File: config.mk
export PLATFORM = sky130hd
export DESIGN_NAME = alu_share_arbiter
export DESIGN_NICKNAME = d
export VERILOG_FILES = /design/src/rtl/alu_defs.sv /design/src/rtl/alu_share_arbiter_alu.sv /design/src/rtl/alu_share_arbiter.sv
export SDC_FILE = /design/constraint.sdc
export NUM_CORES = 1
export LEC_CHECK = 0
export CORE_ASPECT_RATIO = 1.1
export CORE_MARGIN = 2
export CORE_UTILIZATION = 54
export CTS_CLUSTER_SIZE = 10
export DETAILED_ROUTE_END_ITERATION = 10
export PLACE_DENSITY = 0.82
export REMOVE_ABC_BUFFERS = 1
export SLEW_MARGIN = 20
export SYNTH_ARGS = -nofsm -noshare
export SYNTH_HDL_FRONTEND = slang
export SYNTH_SLANG_ARGS = --single-unit
File: constraint.sdc
create_clock -name clk -period 5.5 [get_ports clk]
set_clock_uncertainty 0.05 [all_clocks]
set_input_delay 1.65 -clock clk [delete_from_list [all_inputs] [get_ports clk]]
set_output_delay 1.65 -clock clk [all_outputs]
set_load 0.005 [all_outputs]
File: src/rtl/alu_defs.sv
// rtl/alu_defs.sv - shared ALU opcode and arbiter FSM state constants
// Purpose: opcode encodings for the shared ALU and state encodings for the
//          alu_share_arbiter FSM. No ports.
package alu_defs;

  localparam logic [2:0] ALU_ADD = 3'b000;
  localparam logic [2:0] ALU_SUB = 3'b001;
  localparam logic [2:0] ALU_AND = 3'b010;
  localparam logic [2:0] ALU_OR  = 3'b011;
  localparam logic [2:0] ALU_SLT = 3'b101;

  localparam logic [1:0] S_IDLE = 2'd0;
  localparam logic [1:0] S_EXEC = 2'd1;
  localparam logic [1:0] S_RESP = 2'd2;

endpackage

File: src/rtl/alu_share_arbiter_alu.sv
// rtl/alu_share_arbiter_alu.sv - 32-bit combinational ALU
// Purpose: purely combinational ALU evaluated on the arbiter's latched operands.
// Ports:
//   a, b   : operands
//   op     : opcode (see alu_defs); undefined codes give 0
//   result : ALU result
module alu_share_arbiter_alu
  import alu_defs::*;
#(
  parameter int DATA_W = 32
) (
  input  logic [DATA_W-1:0] a,
  input  logic [DATA_W-1:0] b,
  input  logic [2:0]        op,
  output logic [DATA_W-1:0] result
);

  always_comb begin
    result = '0;
    case (op)
      ALU_ADD: result = a + b;
      ALU_SUB: result = a - b;
      ALU_AND: result = a & b;
      ALU_OR:  result = a | b;
      // Unsigned compare: the operand path treats these as addresses.
      ALU_SLT: result = (a < b) ? DATA_W'(1) : '0;
      default: result = '0;
    endcase
  end

endmodule

File: src/rtl/alu_share_arbiter.sv
// rtl/alu_share_arbiter.sv - round-robin sharing of one ALU between two requesters
// Purpose: arbitrates two requesters onto one ALU, one transaction in flight;
//          result held on the owner's response channel until consumed.
// Ports:
//   clk, rst            : clock (rising edge), async active-high reset
//   req_valid/req_ready : per-requester request handshake (bit i = requester i)
//   req_op0/a0/b0       : requester 0 opcode and operands
//   req_op1/a1/b1       : requester 1 opcode and operands
//   rsp_valid/rsp_ready : per-requester response handshake
//   rsp_data, rsp_zero  : registered result and its zero flag
//   busy                : a transaction is in flight
module alu_share_arbiter
  import alu_defs::*;
#(
  parameter int   DATA_W  = 32,
  parameter logic RR_INIT = 1'b0
) (
  input  logic              clk,
  input  logic              rst,
  input  logic [1:0]        req_valid,
  output logic [1:0]        req_ready,
  input  logic [2:0]        req_op0,
  input  logic [DATA_W-1:0] req_a0,
  input  logic [DATA_W-1:0] req_b0,
  input  logic [2:0]        req_op1,
  input  logic [DATA_W-1:0] req_a1,
  input  logic [DATA_W-1:0] req_b1,
  output logic [1:0]        rsp_valid,
  input  logic [1:0]        rsp_ready,
  output logic [DATA_W-1:0] rsp_data,
  output logic              rsp_zero,
  output logic              busy
);

  logic [1:0]        state;
  logic              prio;
  logic              owner_q;
  logic [2:0]        op_q;
  logic [DATA_W-1:0] a_q;
  logic [DATA_W-1:0] b_q;
  logic [DATA_W-1:0] result_q;
  logic              zero_q;
  logic [DATA_W-1:0] alu_result;
  logic [1:0]        grant;

  // Grant is only offered in IDLE, so the cycle that consumes a response can
  // never also accept a new request.
  always_comb begin
    grant = 2'b00;
    if (state == S_IDLE) begin
      case (req_valid)
        2'b01:   grant = 2'b01;
        2'b10:   grant = 2'b10;
        2'b11:   grant = prio ? 2'b10 : 2'b01;
        default: grant = 2'b00;
      endcase
    end
  end

  assign req_ready = grant;

  alu_share_arbiter_alu #(
    .DATA_W(DATA_W)
  ) u_alu (
    .a      (a_q),
    .b      (b_q),
    .op     (op_q),
    .result (alu_result)
  );

  always_ff @(posedge clk or posedge rst) begin
    if (rst) begin
      state    <= S_IDLE;
      prio     <= RR_INIT;
      owner_q  <= 1'b0;
      op_q     <= '0;
      a_q      <= '0;
      b_q      <= '0;
      result_q <= '0;
      zero_q   <= 1'b0;
    end else begin
      case (state)
        S_IDLE: begin
          if (|grant) begin
            owner_q <= grant[1];
            op_q    <= grant[1] ? req_op1 : req_op0;
            a_q     <= grant[1] ? req_a1  : req_a0;
            b_q     <= grant[1] ? req_b1  : req_b0;
            // Hand priority to the requester that just lost out.
            prio    <= ~grant[1];
            state   <= S_EXEC;
          end
        end
        S_EXEC: begin
          result_q <= alu_result;
          zero_q   <= (alu_result == '0);
          state    <= S_RESP;
        end
        S_RESP: begin
          if (rsp_ready[owner_q]) begin
            state <= S_IDLE;
          end
        end
        default: state <= S_IDLE;
      endcase
    end
  end

  assign rsp_valid = (state == S_RESP) ? (owner_q ? 2'b10 : 2'b01) : 2'b00;
  assign rsp_data  = result_q;
  // zero_q clears on reset, so the flag reads 0 until the first result lands.
  assign rsp_zero  = zero_q;
  assign busy      = (state != S_IDLE);

endmodule

# Yosys cells after proc, flatten, opt, wreduce, memory -nomap -nowiden
# Cells that the tools add are included.
# word_totals
regBits	104
latch_bits	0
ram_bits	0
rom_bits	0
input_bits	140
output_inout_bits	38
elab_cells	48
memories	0
# op_classes
add_sub_neg	2
mul	0
div_mod_pow	0
order_cmp	2
eq_ne	11
shifts	0
muxes	15
n_bitwise	3
n_reduce_logical	7
# op_table
cell	n
$pmux W32 S5	1
$mux W32	2
$add A32 B32 Y32	1
$and A32 B32 Y32	1
$logic_not A32 Y1	1
$lt A32 B32 Y1	1
$or A32 B32 Y32	1
$sub A32 B32 Y32	1
$mux W2	6
$pmux W2 S3	2
$eq A2 B2 Y1 const B	3
$eq A3 B2 Y1 const B	2
$eq A2 B1 Y1 const B	2
$reduce_and A2 Y1	2
$eq A3 B1 Y1 const B	1
$eq A3 B3 Y1 const B	1
$logic_not A3 Y1	1
$mux W1	3
$mux W3	1
$logic_not A2 Y1	1
$lt A1 B2 Y1 const B	1
$ne A2 B1 Y1 const B	1
$ne A2 B2 Y1 const B	1
$reduce_bool A2 Y1	1
other kinds (2)	2

# Longest topological paths before layout
# Gate-level depths: netlist (run 1).
# depth
depth_word	6
mapped_depth	14
ltp_nobuf	14

# Hierarchy
# Synthesis (run 1) repeated with hierarchy kept, for this count alone.
# hier_totals
cells_unflattened	1079
area_unflattened_um2	9257.6
# by_module_without_submodules
mod	instances	cells_per_inst	area_per_inst_um2
alu_share_arbiter_alu	1	726	4709.5
alu_share_arbiter	1	353	4548.1

# Least setup slack after synthesis (run 1)
# Ideal clock, no wire load.
# synth_path
path_kind	in2out
startpoint	in req_valid[0]
endpoint	out req_ready[0]
arrival_time_ps	2384
t_required_ps	3800
slack_ps	1416
cell_stages	3
n_path_buf	1
cell_sequence	inv_1 > a211oi_1 > clkbuf_1
# synth_between
elab_chain_len	3
elab_cells_between_ends	5
# synth_rtl
element	line_no	rtl
from (decl)	alu_share_arbiter.sv:20	input logic [1:0] req_valid,
$eq A2 B2 Y1 or $eq A2 B1 Y1 (tied branches)	alu_share_arbiter.sv:51	case (req_valid)
$pmux W2 S3 *	alu_share_arbiter.sv:51	
$mux W2 *	alu_share_arbiter.sv:50	if (state == S_IDLE) begin
to (decl)	alu_share_arbiter.sv:21	output logic [1:0] req_ready,
# Every way passes the cells marked *; elsewhere a longest branch is shown, timed or not.

# Worst setup path in the final report (run 1)
# layout_path
startpoint	in req_valid[1]
endpoint	out req_ready[1]
# Same word-level chain as after synthesis.

==> flow_summary_export.csv, run 1 <==
group,metric,value,unit
layout,final_core_util,68.47,%
floorplan,io_pins,178,
placement,placed_cell_area,11390,µm²
sta,drv_slew,0,
placement,post-dp-hpwl,23300,µm
synthesis,synth.avg_cell_area,7.924,µm²
global_routing,grt_max_degree,60,
global_routing,grt_pass1_wl,47040,µm
setup_path,cp_data_arrival_time,3.17,ns
detailed_routing,drc,0,
detailed_routing,dr.pass1.iters,6,
detailed_routing,vias_per_cell,6.115,
detailed_routing,drt_iter0_drc,837,
placement,io_buffers,177,
min_path,hp-class,"register to register",
clocking,clkLatencyLatePin,0.37,ns
pwr,ir_worst_vdd,404.8,µV
global_routing,grt_pass1_vias,9007,
synthesis,seq_area_frac_synth,27.64,%
layout,antennaDiodeCount,0,
floorplan,core,17080,µm²
pwr,p_leak,5.266,nW
clocking,cts.sinks,104,
floorplan,die_w,129.9,µm
setup_path,path_cells,"clkdlybuf4s50_1 -> o21ai_0 -> nor2_4 -> clkdlybuf4s50_1",
floorplan,fp.dieH,142.5,µm
synthesis,syn_area,9414,µm²
setup_path,path_buf_inv,2,
sta,final_hold_viol_count,0,
detailed_routing,avgRoutedWirePerCell,19.25,µm
layout,finalNetCount,1564,
floorplan,initial_core_util,55.12,%
global_routing,grt_use_total,32.45,%
setup_path,critPathKind,"input port to primary output",
detailed_routing,via_count,9551,
layout,final_common_cell,"clkdlybuf4s50_1",
synthesis,ys_ff_latch,104,
setup_path,start_kind,"input port",
synthesis,synth_cell_types,80,
sta,rsz0062_at_grt,"no",
detailed_routing,final_antenna_net_count,0,
setup_path,path_delay_family,"buffers and inverters",
floorplan,rows,50,
synthesis,yosysWarnings,0,
setup_path,crit_top_cell,"clkdlybuf4s50_1",
sta,max_clock_freq,0.2052,GHz
detailed_routing,drt_wl_total,30060,µm
floorplan,die_area,18510,µm²
setup_path,cp_slowest_stage_delay,0.60,ns
layout,syn_to_final_growth,24.22,%
clocking,cts_tree,"yes",
synthesis,async_flop_share,100.0,%
setup_path,crit_required,3.80,ns
global_routing,gr-total-overflow,0,
setup_path,slowest_stage,"clkdlybuf4s50_1",
sta,fin_crit,4.874,ns
clocking,post_cts.repair.setup_buffers,0,
sta,worst_pin_slew,0.9138,ns
clocking,cts_resized,0,
clocking,postCtsHoldBufs,0,
setup_path,cp_max_fo,3,
clocking,cts-root-buf,"clkbuf_16",
layout,final_area,11690,µm²
global_routing,antenna_found_initial,0,
clocking,clockBufferDepth,2,
layout,final_cell_mix,"clkdlybuf4s50_1 (177), inv_1 (147), nand2_1 (111)",
clocking,cts_htree_levels,3,
sta,relSlewSlack,38.85,%
sta,finalSetupViolations,0,
synthesis,netlist_instances,1188,
pwr,p_per_area,719.6,nW/µm²
layout,fillers,1487,
sta,period_share,88.62,%
synthesis,synth_top_flop_cell,"dfrtp_1",
clocking,cts.reportedPaths.clkPinSlew,0.07,ns
setup_path,cp-end-kind,"primary output",
run_status,run_status,"complete, no violations",
layout,drive_above_1_share,5.045,%
placement,routabilityCongestion,0.9969,
clocking,cts_buffers,9,
synthesis,synth_edf_count,0,
job,cap_violations,0,
[path summary, 6_finish.rpt]
kind	start	to	slack, ns	cells after the start
max	req_valid[1]	req_ready[1]	0.63	4
min	rsp_data[15]$_DFFE_PP0N_	rsp_data[15]$_DFFE_PP0N_	0.43	2
max reg2reg	op_q[0]$_DFFE_PP0P_	rsp_zero$_DFFE_PP0N_	0.95	12
min reg2reg	rsp_data[15]$_DFFE_PP0N_	rsp_data[15]$_DFFE_PP0N_	0.43	2
max in group asynchronous	rst	a_q[11]$_DFFE_PP0P_	3.03	3
min in group asynchronous	rst	b_q[29]$_DFFE_PP0P_	1.63	2
[cell usage after synthesis, types with 11 or more instances]
| master | number | share of area, % |
|---|---|---|
| a211oi_1 | 17 | 1.4 |
| a21o_1 | 11 | 0.88 |
| a21oi_1 | 85 | 4.5 |
| a222oi_1 | 48 | 5.1 |
| clkbuf_1 | 59 | 2.4 |
| dfrtp_1 | 104 | 28 |
| ha_1 | 99 | 13 |
| inv_1 | 148 | 5.9 |
| mux2i_1 | 31 | 3.3 |
| nand2_1 | 111 | 4.4 |
| nand2b_1 | 14 | 0.93 |
| nand3_1 | 14 | 0.74 |
| nor2_1 | 90 | 3.6 |
| nor2b_1 | 11 | 0.73 |
| nor3_1 | 25 | 1.3 |
| nor4_1 | 12 | 0.80 |
| o211ai_1 | 12 | 0.96 |
| o21ai_0 | 95 | 5.1 |
| or3_1 | 11 | 0.73 |
| xnor2_1 | 12 | 1.1 |
[kinds of logic after synthesis]
logic type / synth area share (%)
buf+inv: 9.144
compound gates: 28.07
fa+ha+maj: 13.58
mux: 4.253
flops: 27.64
xor+xnor: 1.396
simple gates: 15.91
[sequential cells by signal, indices dropped and copies added (netlist names)]
name / flops
a_q: 32
b_q: 32
rsp_data: 32
op_q: 3
state: 2
owner_q: 1
prio: 1
rsp_zero: 1
[layer usage]
layer	GRT usage (%)	share of wire (%)	wire length (µm)
met5	0	0	0
met1	43.83	43	12870
met2	51.78	46	13860
met3	7.857	9.2	2778
met4	8.998	1.8	545
[cell type report]
class                   instances  area [µm²]  area share, %
clock buffers                  10       239.0          2.044
clock inverters                 6       63.81         0.5457
repair buffers                195        1932          16.52
well taps                     234       292.8          2.504
multi-input cells             861        5989          51.22
flip-flops and latches        104        2604          22.27
inverters                     152       573.1          4.901
[power breakdown]
| group | internal (mW) | switching [mW] | leakage [nW] | total, mW |
|---|---|---|---|---|
| Clock | 0.332 | 0.328 | 0.145 | 0.660 |
| Combinational | 2.38 | 3.86 | 3.82 | 6.25 |
| Sequential | 1.12 | 0.390 | 1.30 | 1.51 |
| Total | 3.83 | 4.58 | 5.27 | 8.41 |
[through the flow]
step,setup TNS [ns],instances,total power [mW],hold slack [ns],worst slack (ns)
floorplan,-1.191,1117,5.622,0.4174,-0.6128
global placement,0,1546,7.485,0.4103,0.6203
detailed placement,0,1546,7.593,0.4132,0.6145
CTS,0,1562,8.280,0.4374,0.6150
global route,0,1562,9.094,0.4546,0.6001
finish,0,1562,8.415,0.4302,0.6259
[worst register-to-register path, cell delays in order (launching register included)]
cell and delay, ns:
dfrtp_2 0.61, inv_2 0.27, buf_4 0.39, nor4_1 0.12, nor4_1 0.35, o2111ai_1 0.23, a2111oi_0 0.40, or4b_1 0.59
a2111oi_2 0.45, nand4_1 0.15, nor4_1 0.38, nand4_1 0.16, o41ai_2 0.30
No activity file was read; power rests on OpenSTA's default activity.
==> run 2, diff against run 1 <==
--- a/config.mk
+++ b/config.mk
@@ -5,13 +5,13 @@
 export SDC_FILE = /design/constraint.sdc
 export NUM_CORES = 1
 export LEC_CHECK = 0
+export CAP_MARGIN = 10
 export CORE_ASPECT_RATIO = 1.1
 export CORE_MARGIN = 2
-export CORE_UTILIZATION = 54
+export CORE_UTILIZATION = 50
 export CTS_CLUSTER_SIZE = 10
 export DETAILED_ROUTE_END_ITERATION = 10
-export PLACE_DENSITY = 0.82
-export REMOVE_ABC_BUFFERS = 1
+export PLACE_DENSITY = 0.77
 export SLEW_MARGIN = 20
 export SYNTH_ARGS = -nofsm -noshare
 export SYNTH_HDL_FRONTEND = slang
==> run 2 against run 1 <==
Effect of this change:
- wire length grew 0.61%
- count of clock-buffer cells in the layout down 1
- die area is 7.8% higher
- setup slack gained 0.098 ns
- core utilization decreased by 5.1 points
- first-iteration DRC count is 4.5% lower
- critical endpoint unchanged
- largest cell class unchanged
==> flow_summary_export.csv, run 2 (synthesis results as in run 1) <==
group,metric,value,unit
run_status,run_status,"complete, no violations",
placement,io_buffers,177,
pwr,ir_worst_vdd,338.4,µV
clocking,post_cts.repair.setup_buffers,0,
floorplan,die_area,19940,µm²
synthesis,syn_nets,1429,
pwr,p_leak,5.248,nW
setup_path,cp-end-kind,"primary output",
sta,period_share,86.85,%
setup_path,cp_max_fo,2,
clocking,cts-root-buf,"clkbuf_16",
global_routing,antenna_found_initial,0,
clocking,cts_htree_levels,3,
floorplan,fp.dieH,147.9,µm
floorplan,core,18410,µm²
floorplan,rows,52,
clocking,postCtsHoldBufs,0,
setup_path,path_buf_inv,3,
sta,relSlewSlack,38.63,%
setup_path,cp_data_arrival_time,3.08,ns
setup_path,rr_worst_depth,13,
clocking,clkLatencyLatePin,0.36,ns
setup_path,reg2reg_from,"b_q[0]$_DFFE_PP0P_",
global_routing,grt_max_degree,89,
sta,worst_pin_slew,0.9206,ns
setup_path,r2r-end,"rsp_zero$_DFFE_PP0N_",
setup_path,path_delay_family,"buffers and inverters",
floorplan,initial_core_util,51.13,%
setup_path,crit_required,3.80,ns
sta,rsz0062_at_grt,"no",
sta,final_hold_viol_count,0,
detailed_routing,drt_wl_total,30250,µm
layout,drive_above_1_share,4.830,%
floorplan,io_pins,178,
detailed_routing,dr.pass1.iters,6,
min_path,holdPathEnd,"rsp_data[26]$_DFFE_PP0N_",
pwr,p_per_area,720.4,nW/µm²
clocking,cts.reportedPaths.clkPinSlew,0.08,ns
clocking,cts_tree,"yes",
setup_path,worst-path-stages,5,
job,cap_violations,0,
min_path,hp-class,"register to register",
setup_path,path_cells,"clkdlybuf4s50_1 -> inv_1 -> o21ai_0 -> nor2_4 -> clkdlybuf4s50_1",
layout,syn_to_final_growth,23.96,%
layout,fillers,1667,
placement,routabilityCongestion,0.9651,
clocking,cts.sinks,104,
global_routing,gr-total-overflow,0,
sta,tns,0,ns
clocking,clockBufferDepth,2,
min_path,worstHoldStart,"rsp_data[26]$_DFFE_PP0N_",
layout,final_common_cell,"clkdlybuf4s50_1",
global_routing,grt_pass1_wl,48370,µm
clocking,cts_resized,0,
detailed_routing,vias_per_cell,6.062,
detailed_routing,drt_iter0_drc,799,
setup_path,cp_slowest_stage_delay,0.53,ns
layout,antennaDiodeCount,0,
detailed_routing,via_count,9505,
sta,drv_slew,0,
layout,final_area,11670,µm²
layout,multi_input_area,5989,µm²
global_routing,grt_use_total,30.34,%
floorplan,die_w,134.8,µm
layout,final_cell_mix,"clkdlybuf4s50_1 (177), inv_1 (147), nand2_1 (111)",
detailed_routing,final_antenna_net_count,0,
clocking,cts_buffers,9,
detailed_routing,avgRoutedWirePerCell,19.29,µm
min_path,min_path_cells,2,
sta,fin_crit,4.777,ns
setup_path,slowest_stage,"clkdlybuf4s50_1",
setup_path,reg2reg_slack,1.08,ns
layout,seqCellArea,2604,µm²
setup_path,crit_top_cell,"clkdlybuf4s50_1",
layout,finalNetCount,1561,
global_routing,grt_pass1_vias,9254,
detailed_routing,drc,0,
sta,max_clock_freq,0.2094,GHz
sta,finalSetupViolations,0,
placement,placed_cell_area,11350,µm²
placement,post-dp-hpwl,22980,µm
setup_path,start_kind,"input port",
setup_path,critPathKind,"input port to primary output",
## run 2: changes by cell type in the layout (fill, tap and decap cells not counted)
| cell | delta |
|---|---|
| buf_12 | -2 |
| buf_4 | -1 |
| bufinv_16 | +1 |
| clkbuf_8 | -1 |
| clkinv_2 | +1 |
| clkinv_4 | -1 |
## run 2: final cells by class
cell class	count	share of cell area (%)
multi-input combinational	861	51.32
clock buffer	9	1.930
inverter	152	4.910
clock inverter	7	0.7720
tap	243	2.605
sequential	104	22.31
timing repair buffer	192	16.15
## run 2: per-stage QoR
| stage | hold slack (ns) | setup WS [ns] | std cells | power (mW) | util (%) |
|---|---|---|---|---|---|
| after floorplan | 0.4174 | 1.068 | 1188 | 5.719 | - |
| after CTS | 0.4373 | 0.7262 | 1568 | 8.306 | 63.38 |
| after detailed placement | 0.4197 | 0.7363 | 1552 | 7.566 | 61.67 |
| after global placement | 0.4105 | 0.7289 | 1552 | 7.494 | 61.67 |
| after global routing | 0.4604 | 0.6513 | 1568 | 9.111 | 63.38 |
| final | 0.4334 | 0.7235 | 1568 | 8.407 | 63.38 |
## run 2: worst max-delay path by stage
| stage | startpoint | end | slack [ns] |
|---|---|---|---|
| global placement | req_valid[0] | req_ready[1] | 0.73 |
| global route | req_valid[0] | req_ready[1] | 0.65 |
| finish | req_valid[0] | req_ready[1] | 0.72 |
| detailed placement | req_valid[0] | req_ready[1] | 0.74 |
| floorplan | rst | a_q[0]$_DFFE_PP0P_ | 1.07 |
| CTS | req_valid[0] | req_ready[1] | 0.73 |
## run 2: routing by layer
layer	share of wire, %	up-vias	wire length [µm]	GRT usage (%)
met4	2.6	0	800	9.737
met2	50	360	15160	54.26
met5	0	-	0	0
met1	42	4560	12750	38.19
li1	-	4531	-	-
met3	5.1	54	1540	3.121
## run 2: worst register-to-register path: stages (launching register included)
cell,delay [ns]
dfrtp_1,0.40
ha_1,0.22
inv_1,0.07
fa_1,0.48
a2111oi_0,0.12
nor4_1,0.42
o2111ai_1,0.16
a2111oi_0,0.47
or4b_1,0.52
a2111oi_2,0.36
nand4_1,0.16
nor4_1,0.44
nand4_1,0.16
o41ai_2,0.30
## run 2: power by group
part           total (mW)  leakage [nW]  switching, mW  internal [mW]
Combinational        6.20          3.79           3.84           2.36
Clock               0.702         0.152          0.338          0.364
Sequential           1.50          1.30          0.384           1.12
Total                8.41          5.25           4.56           3.84
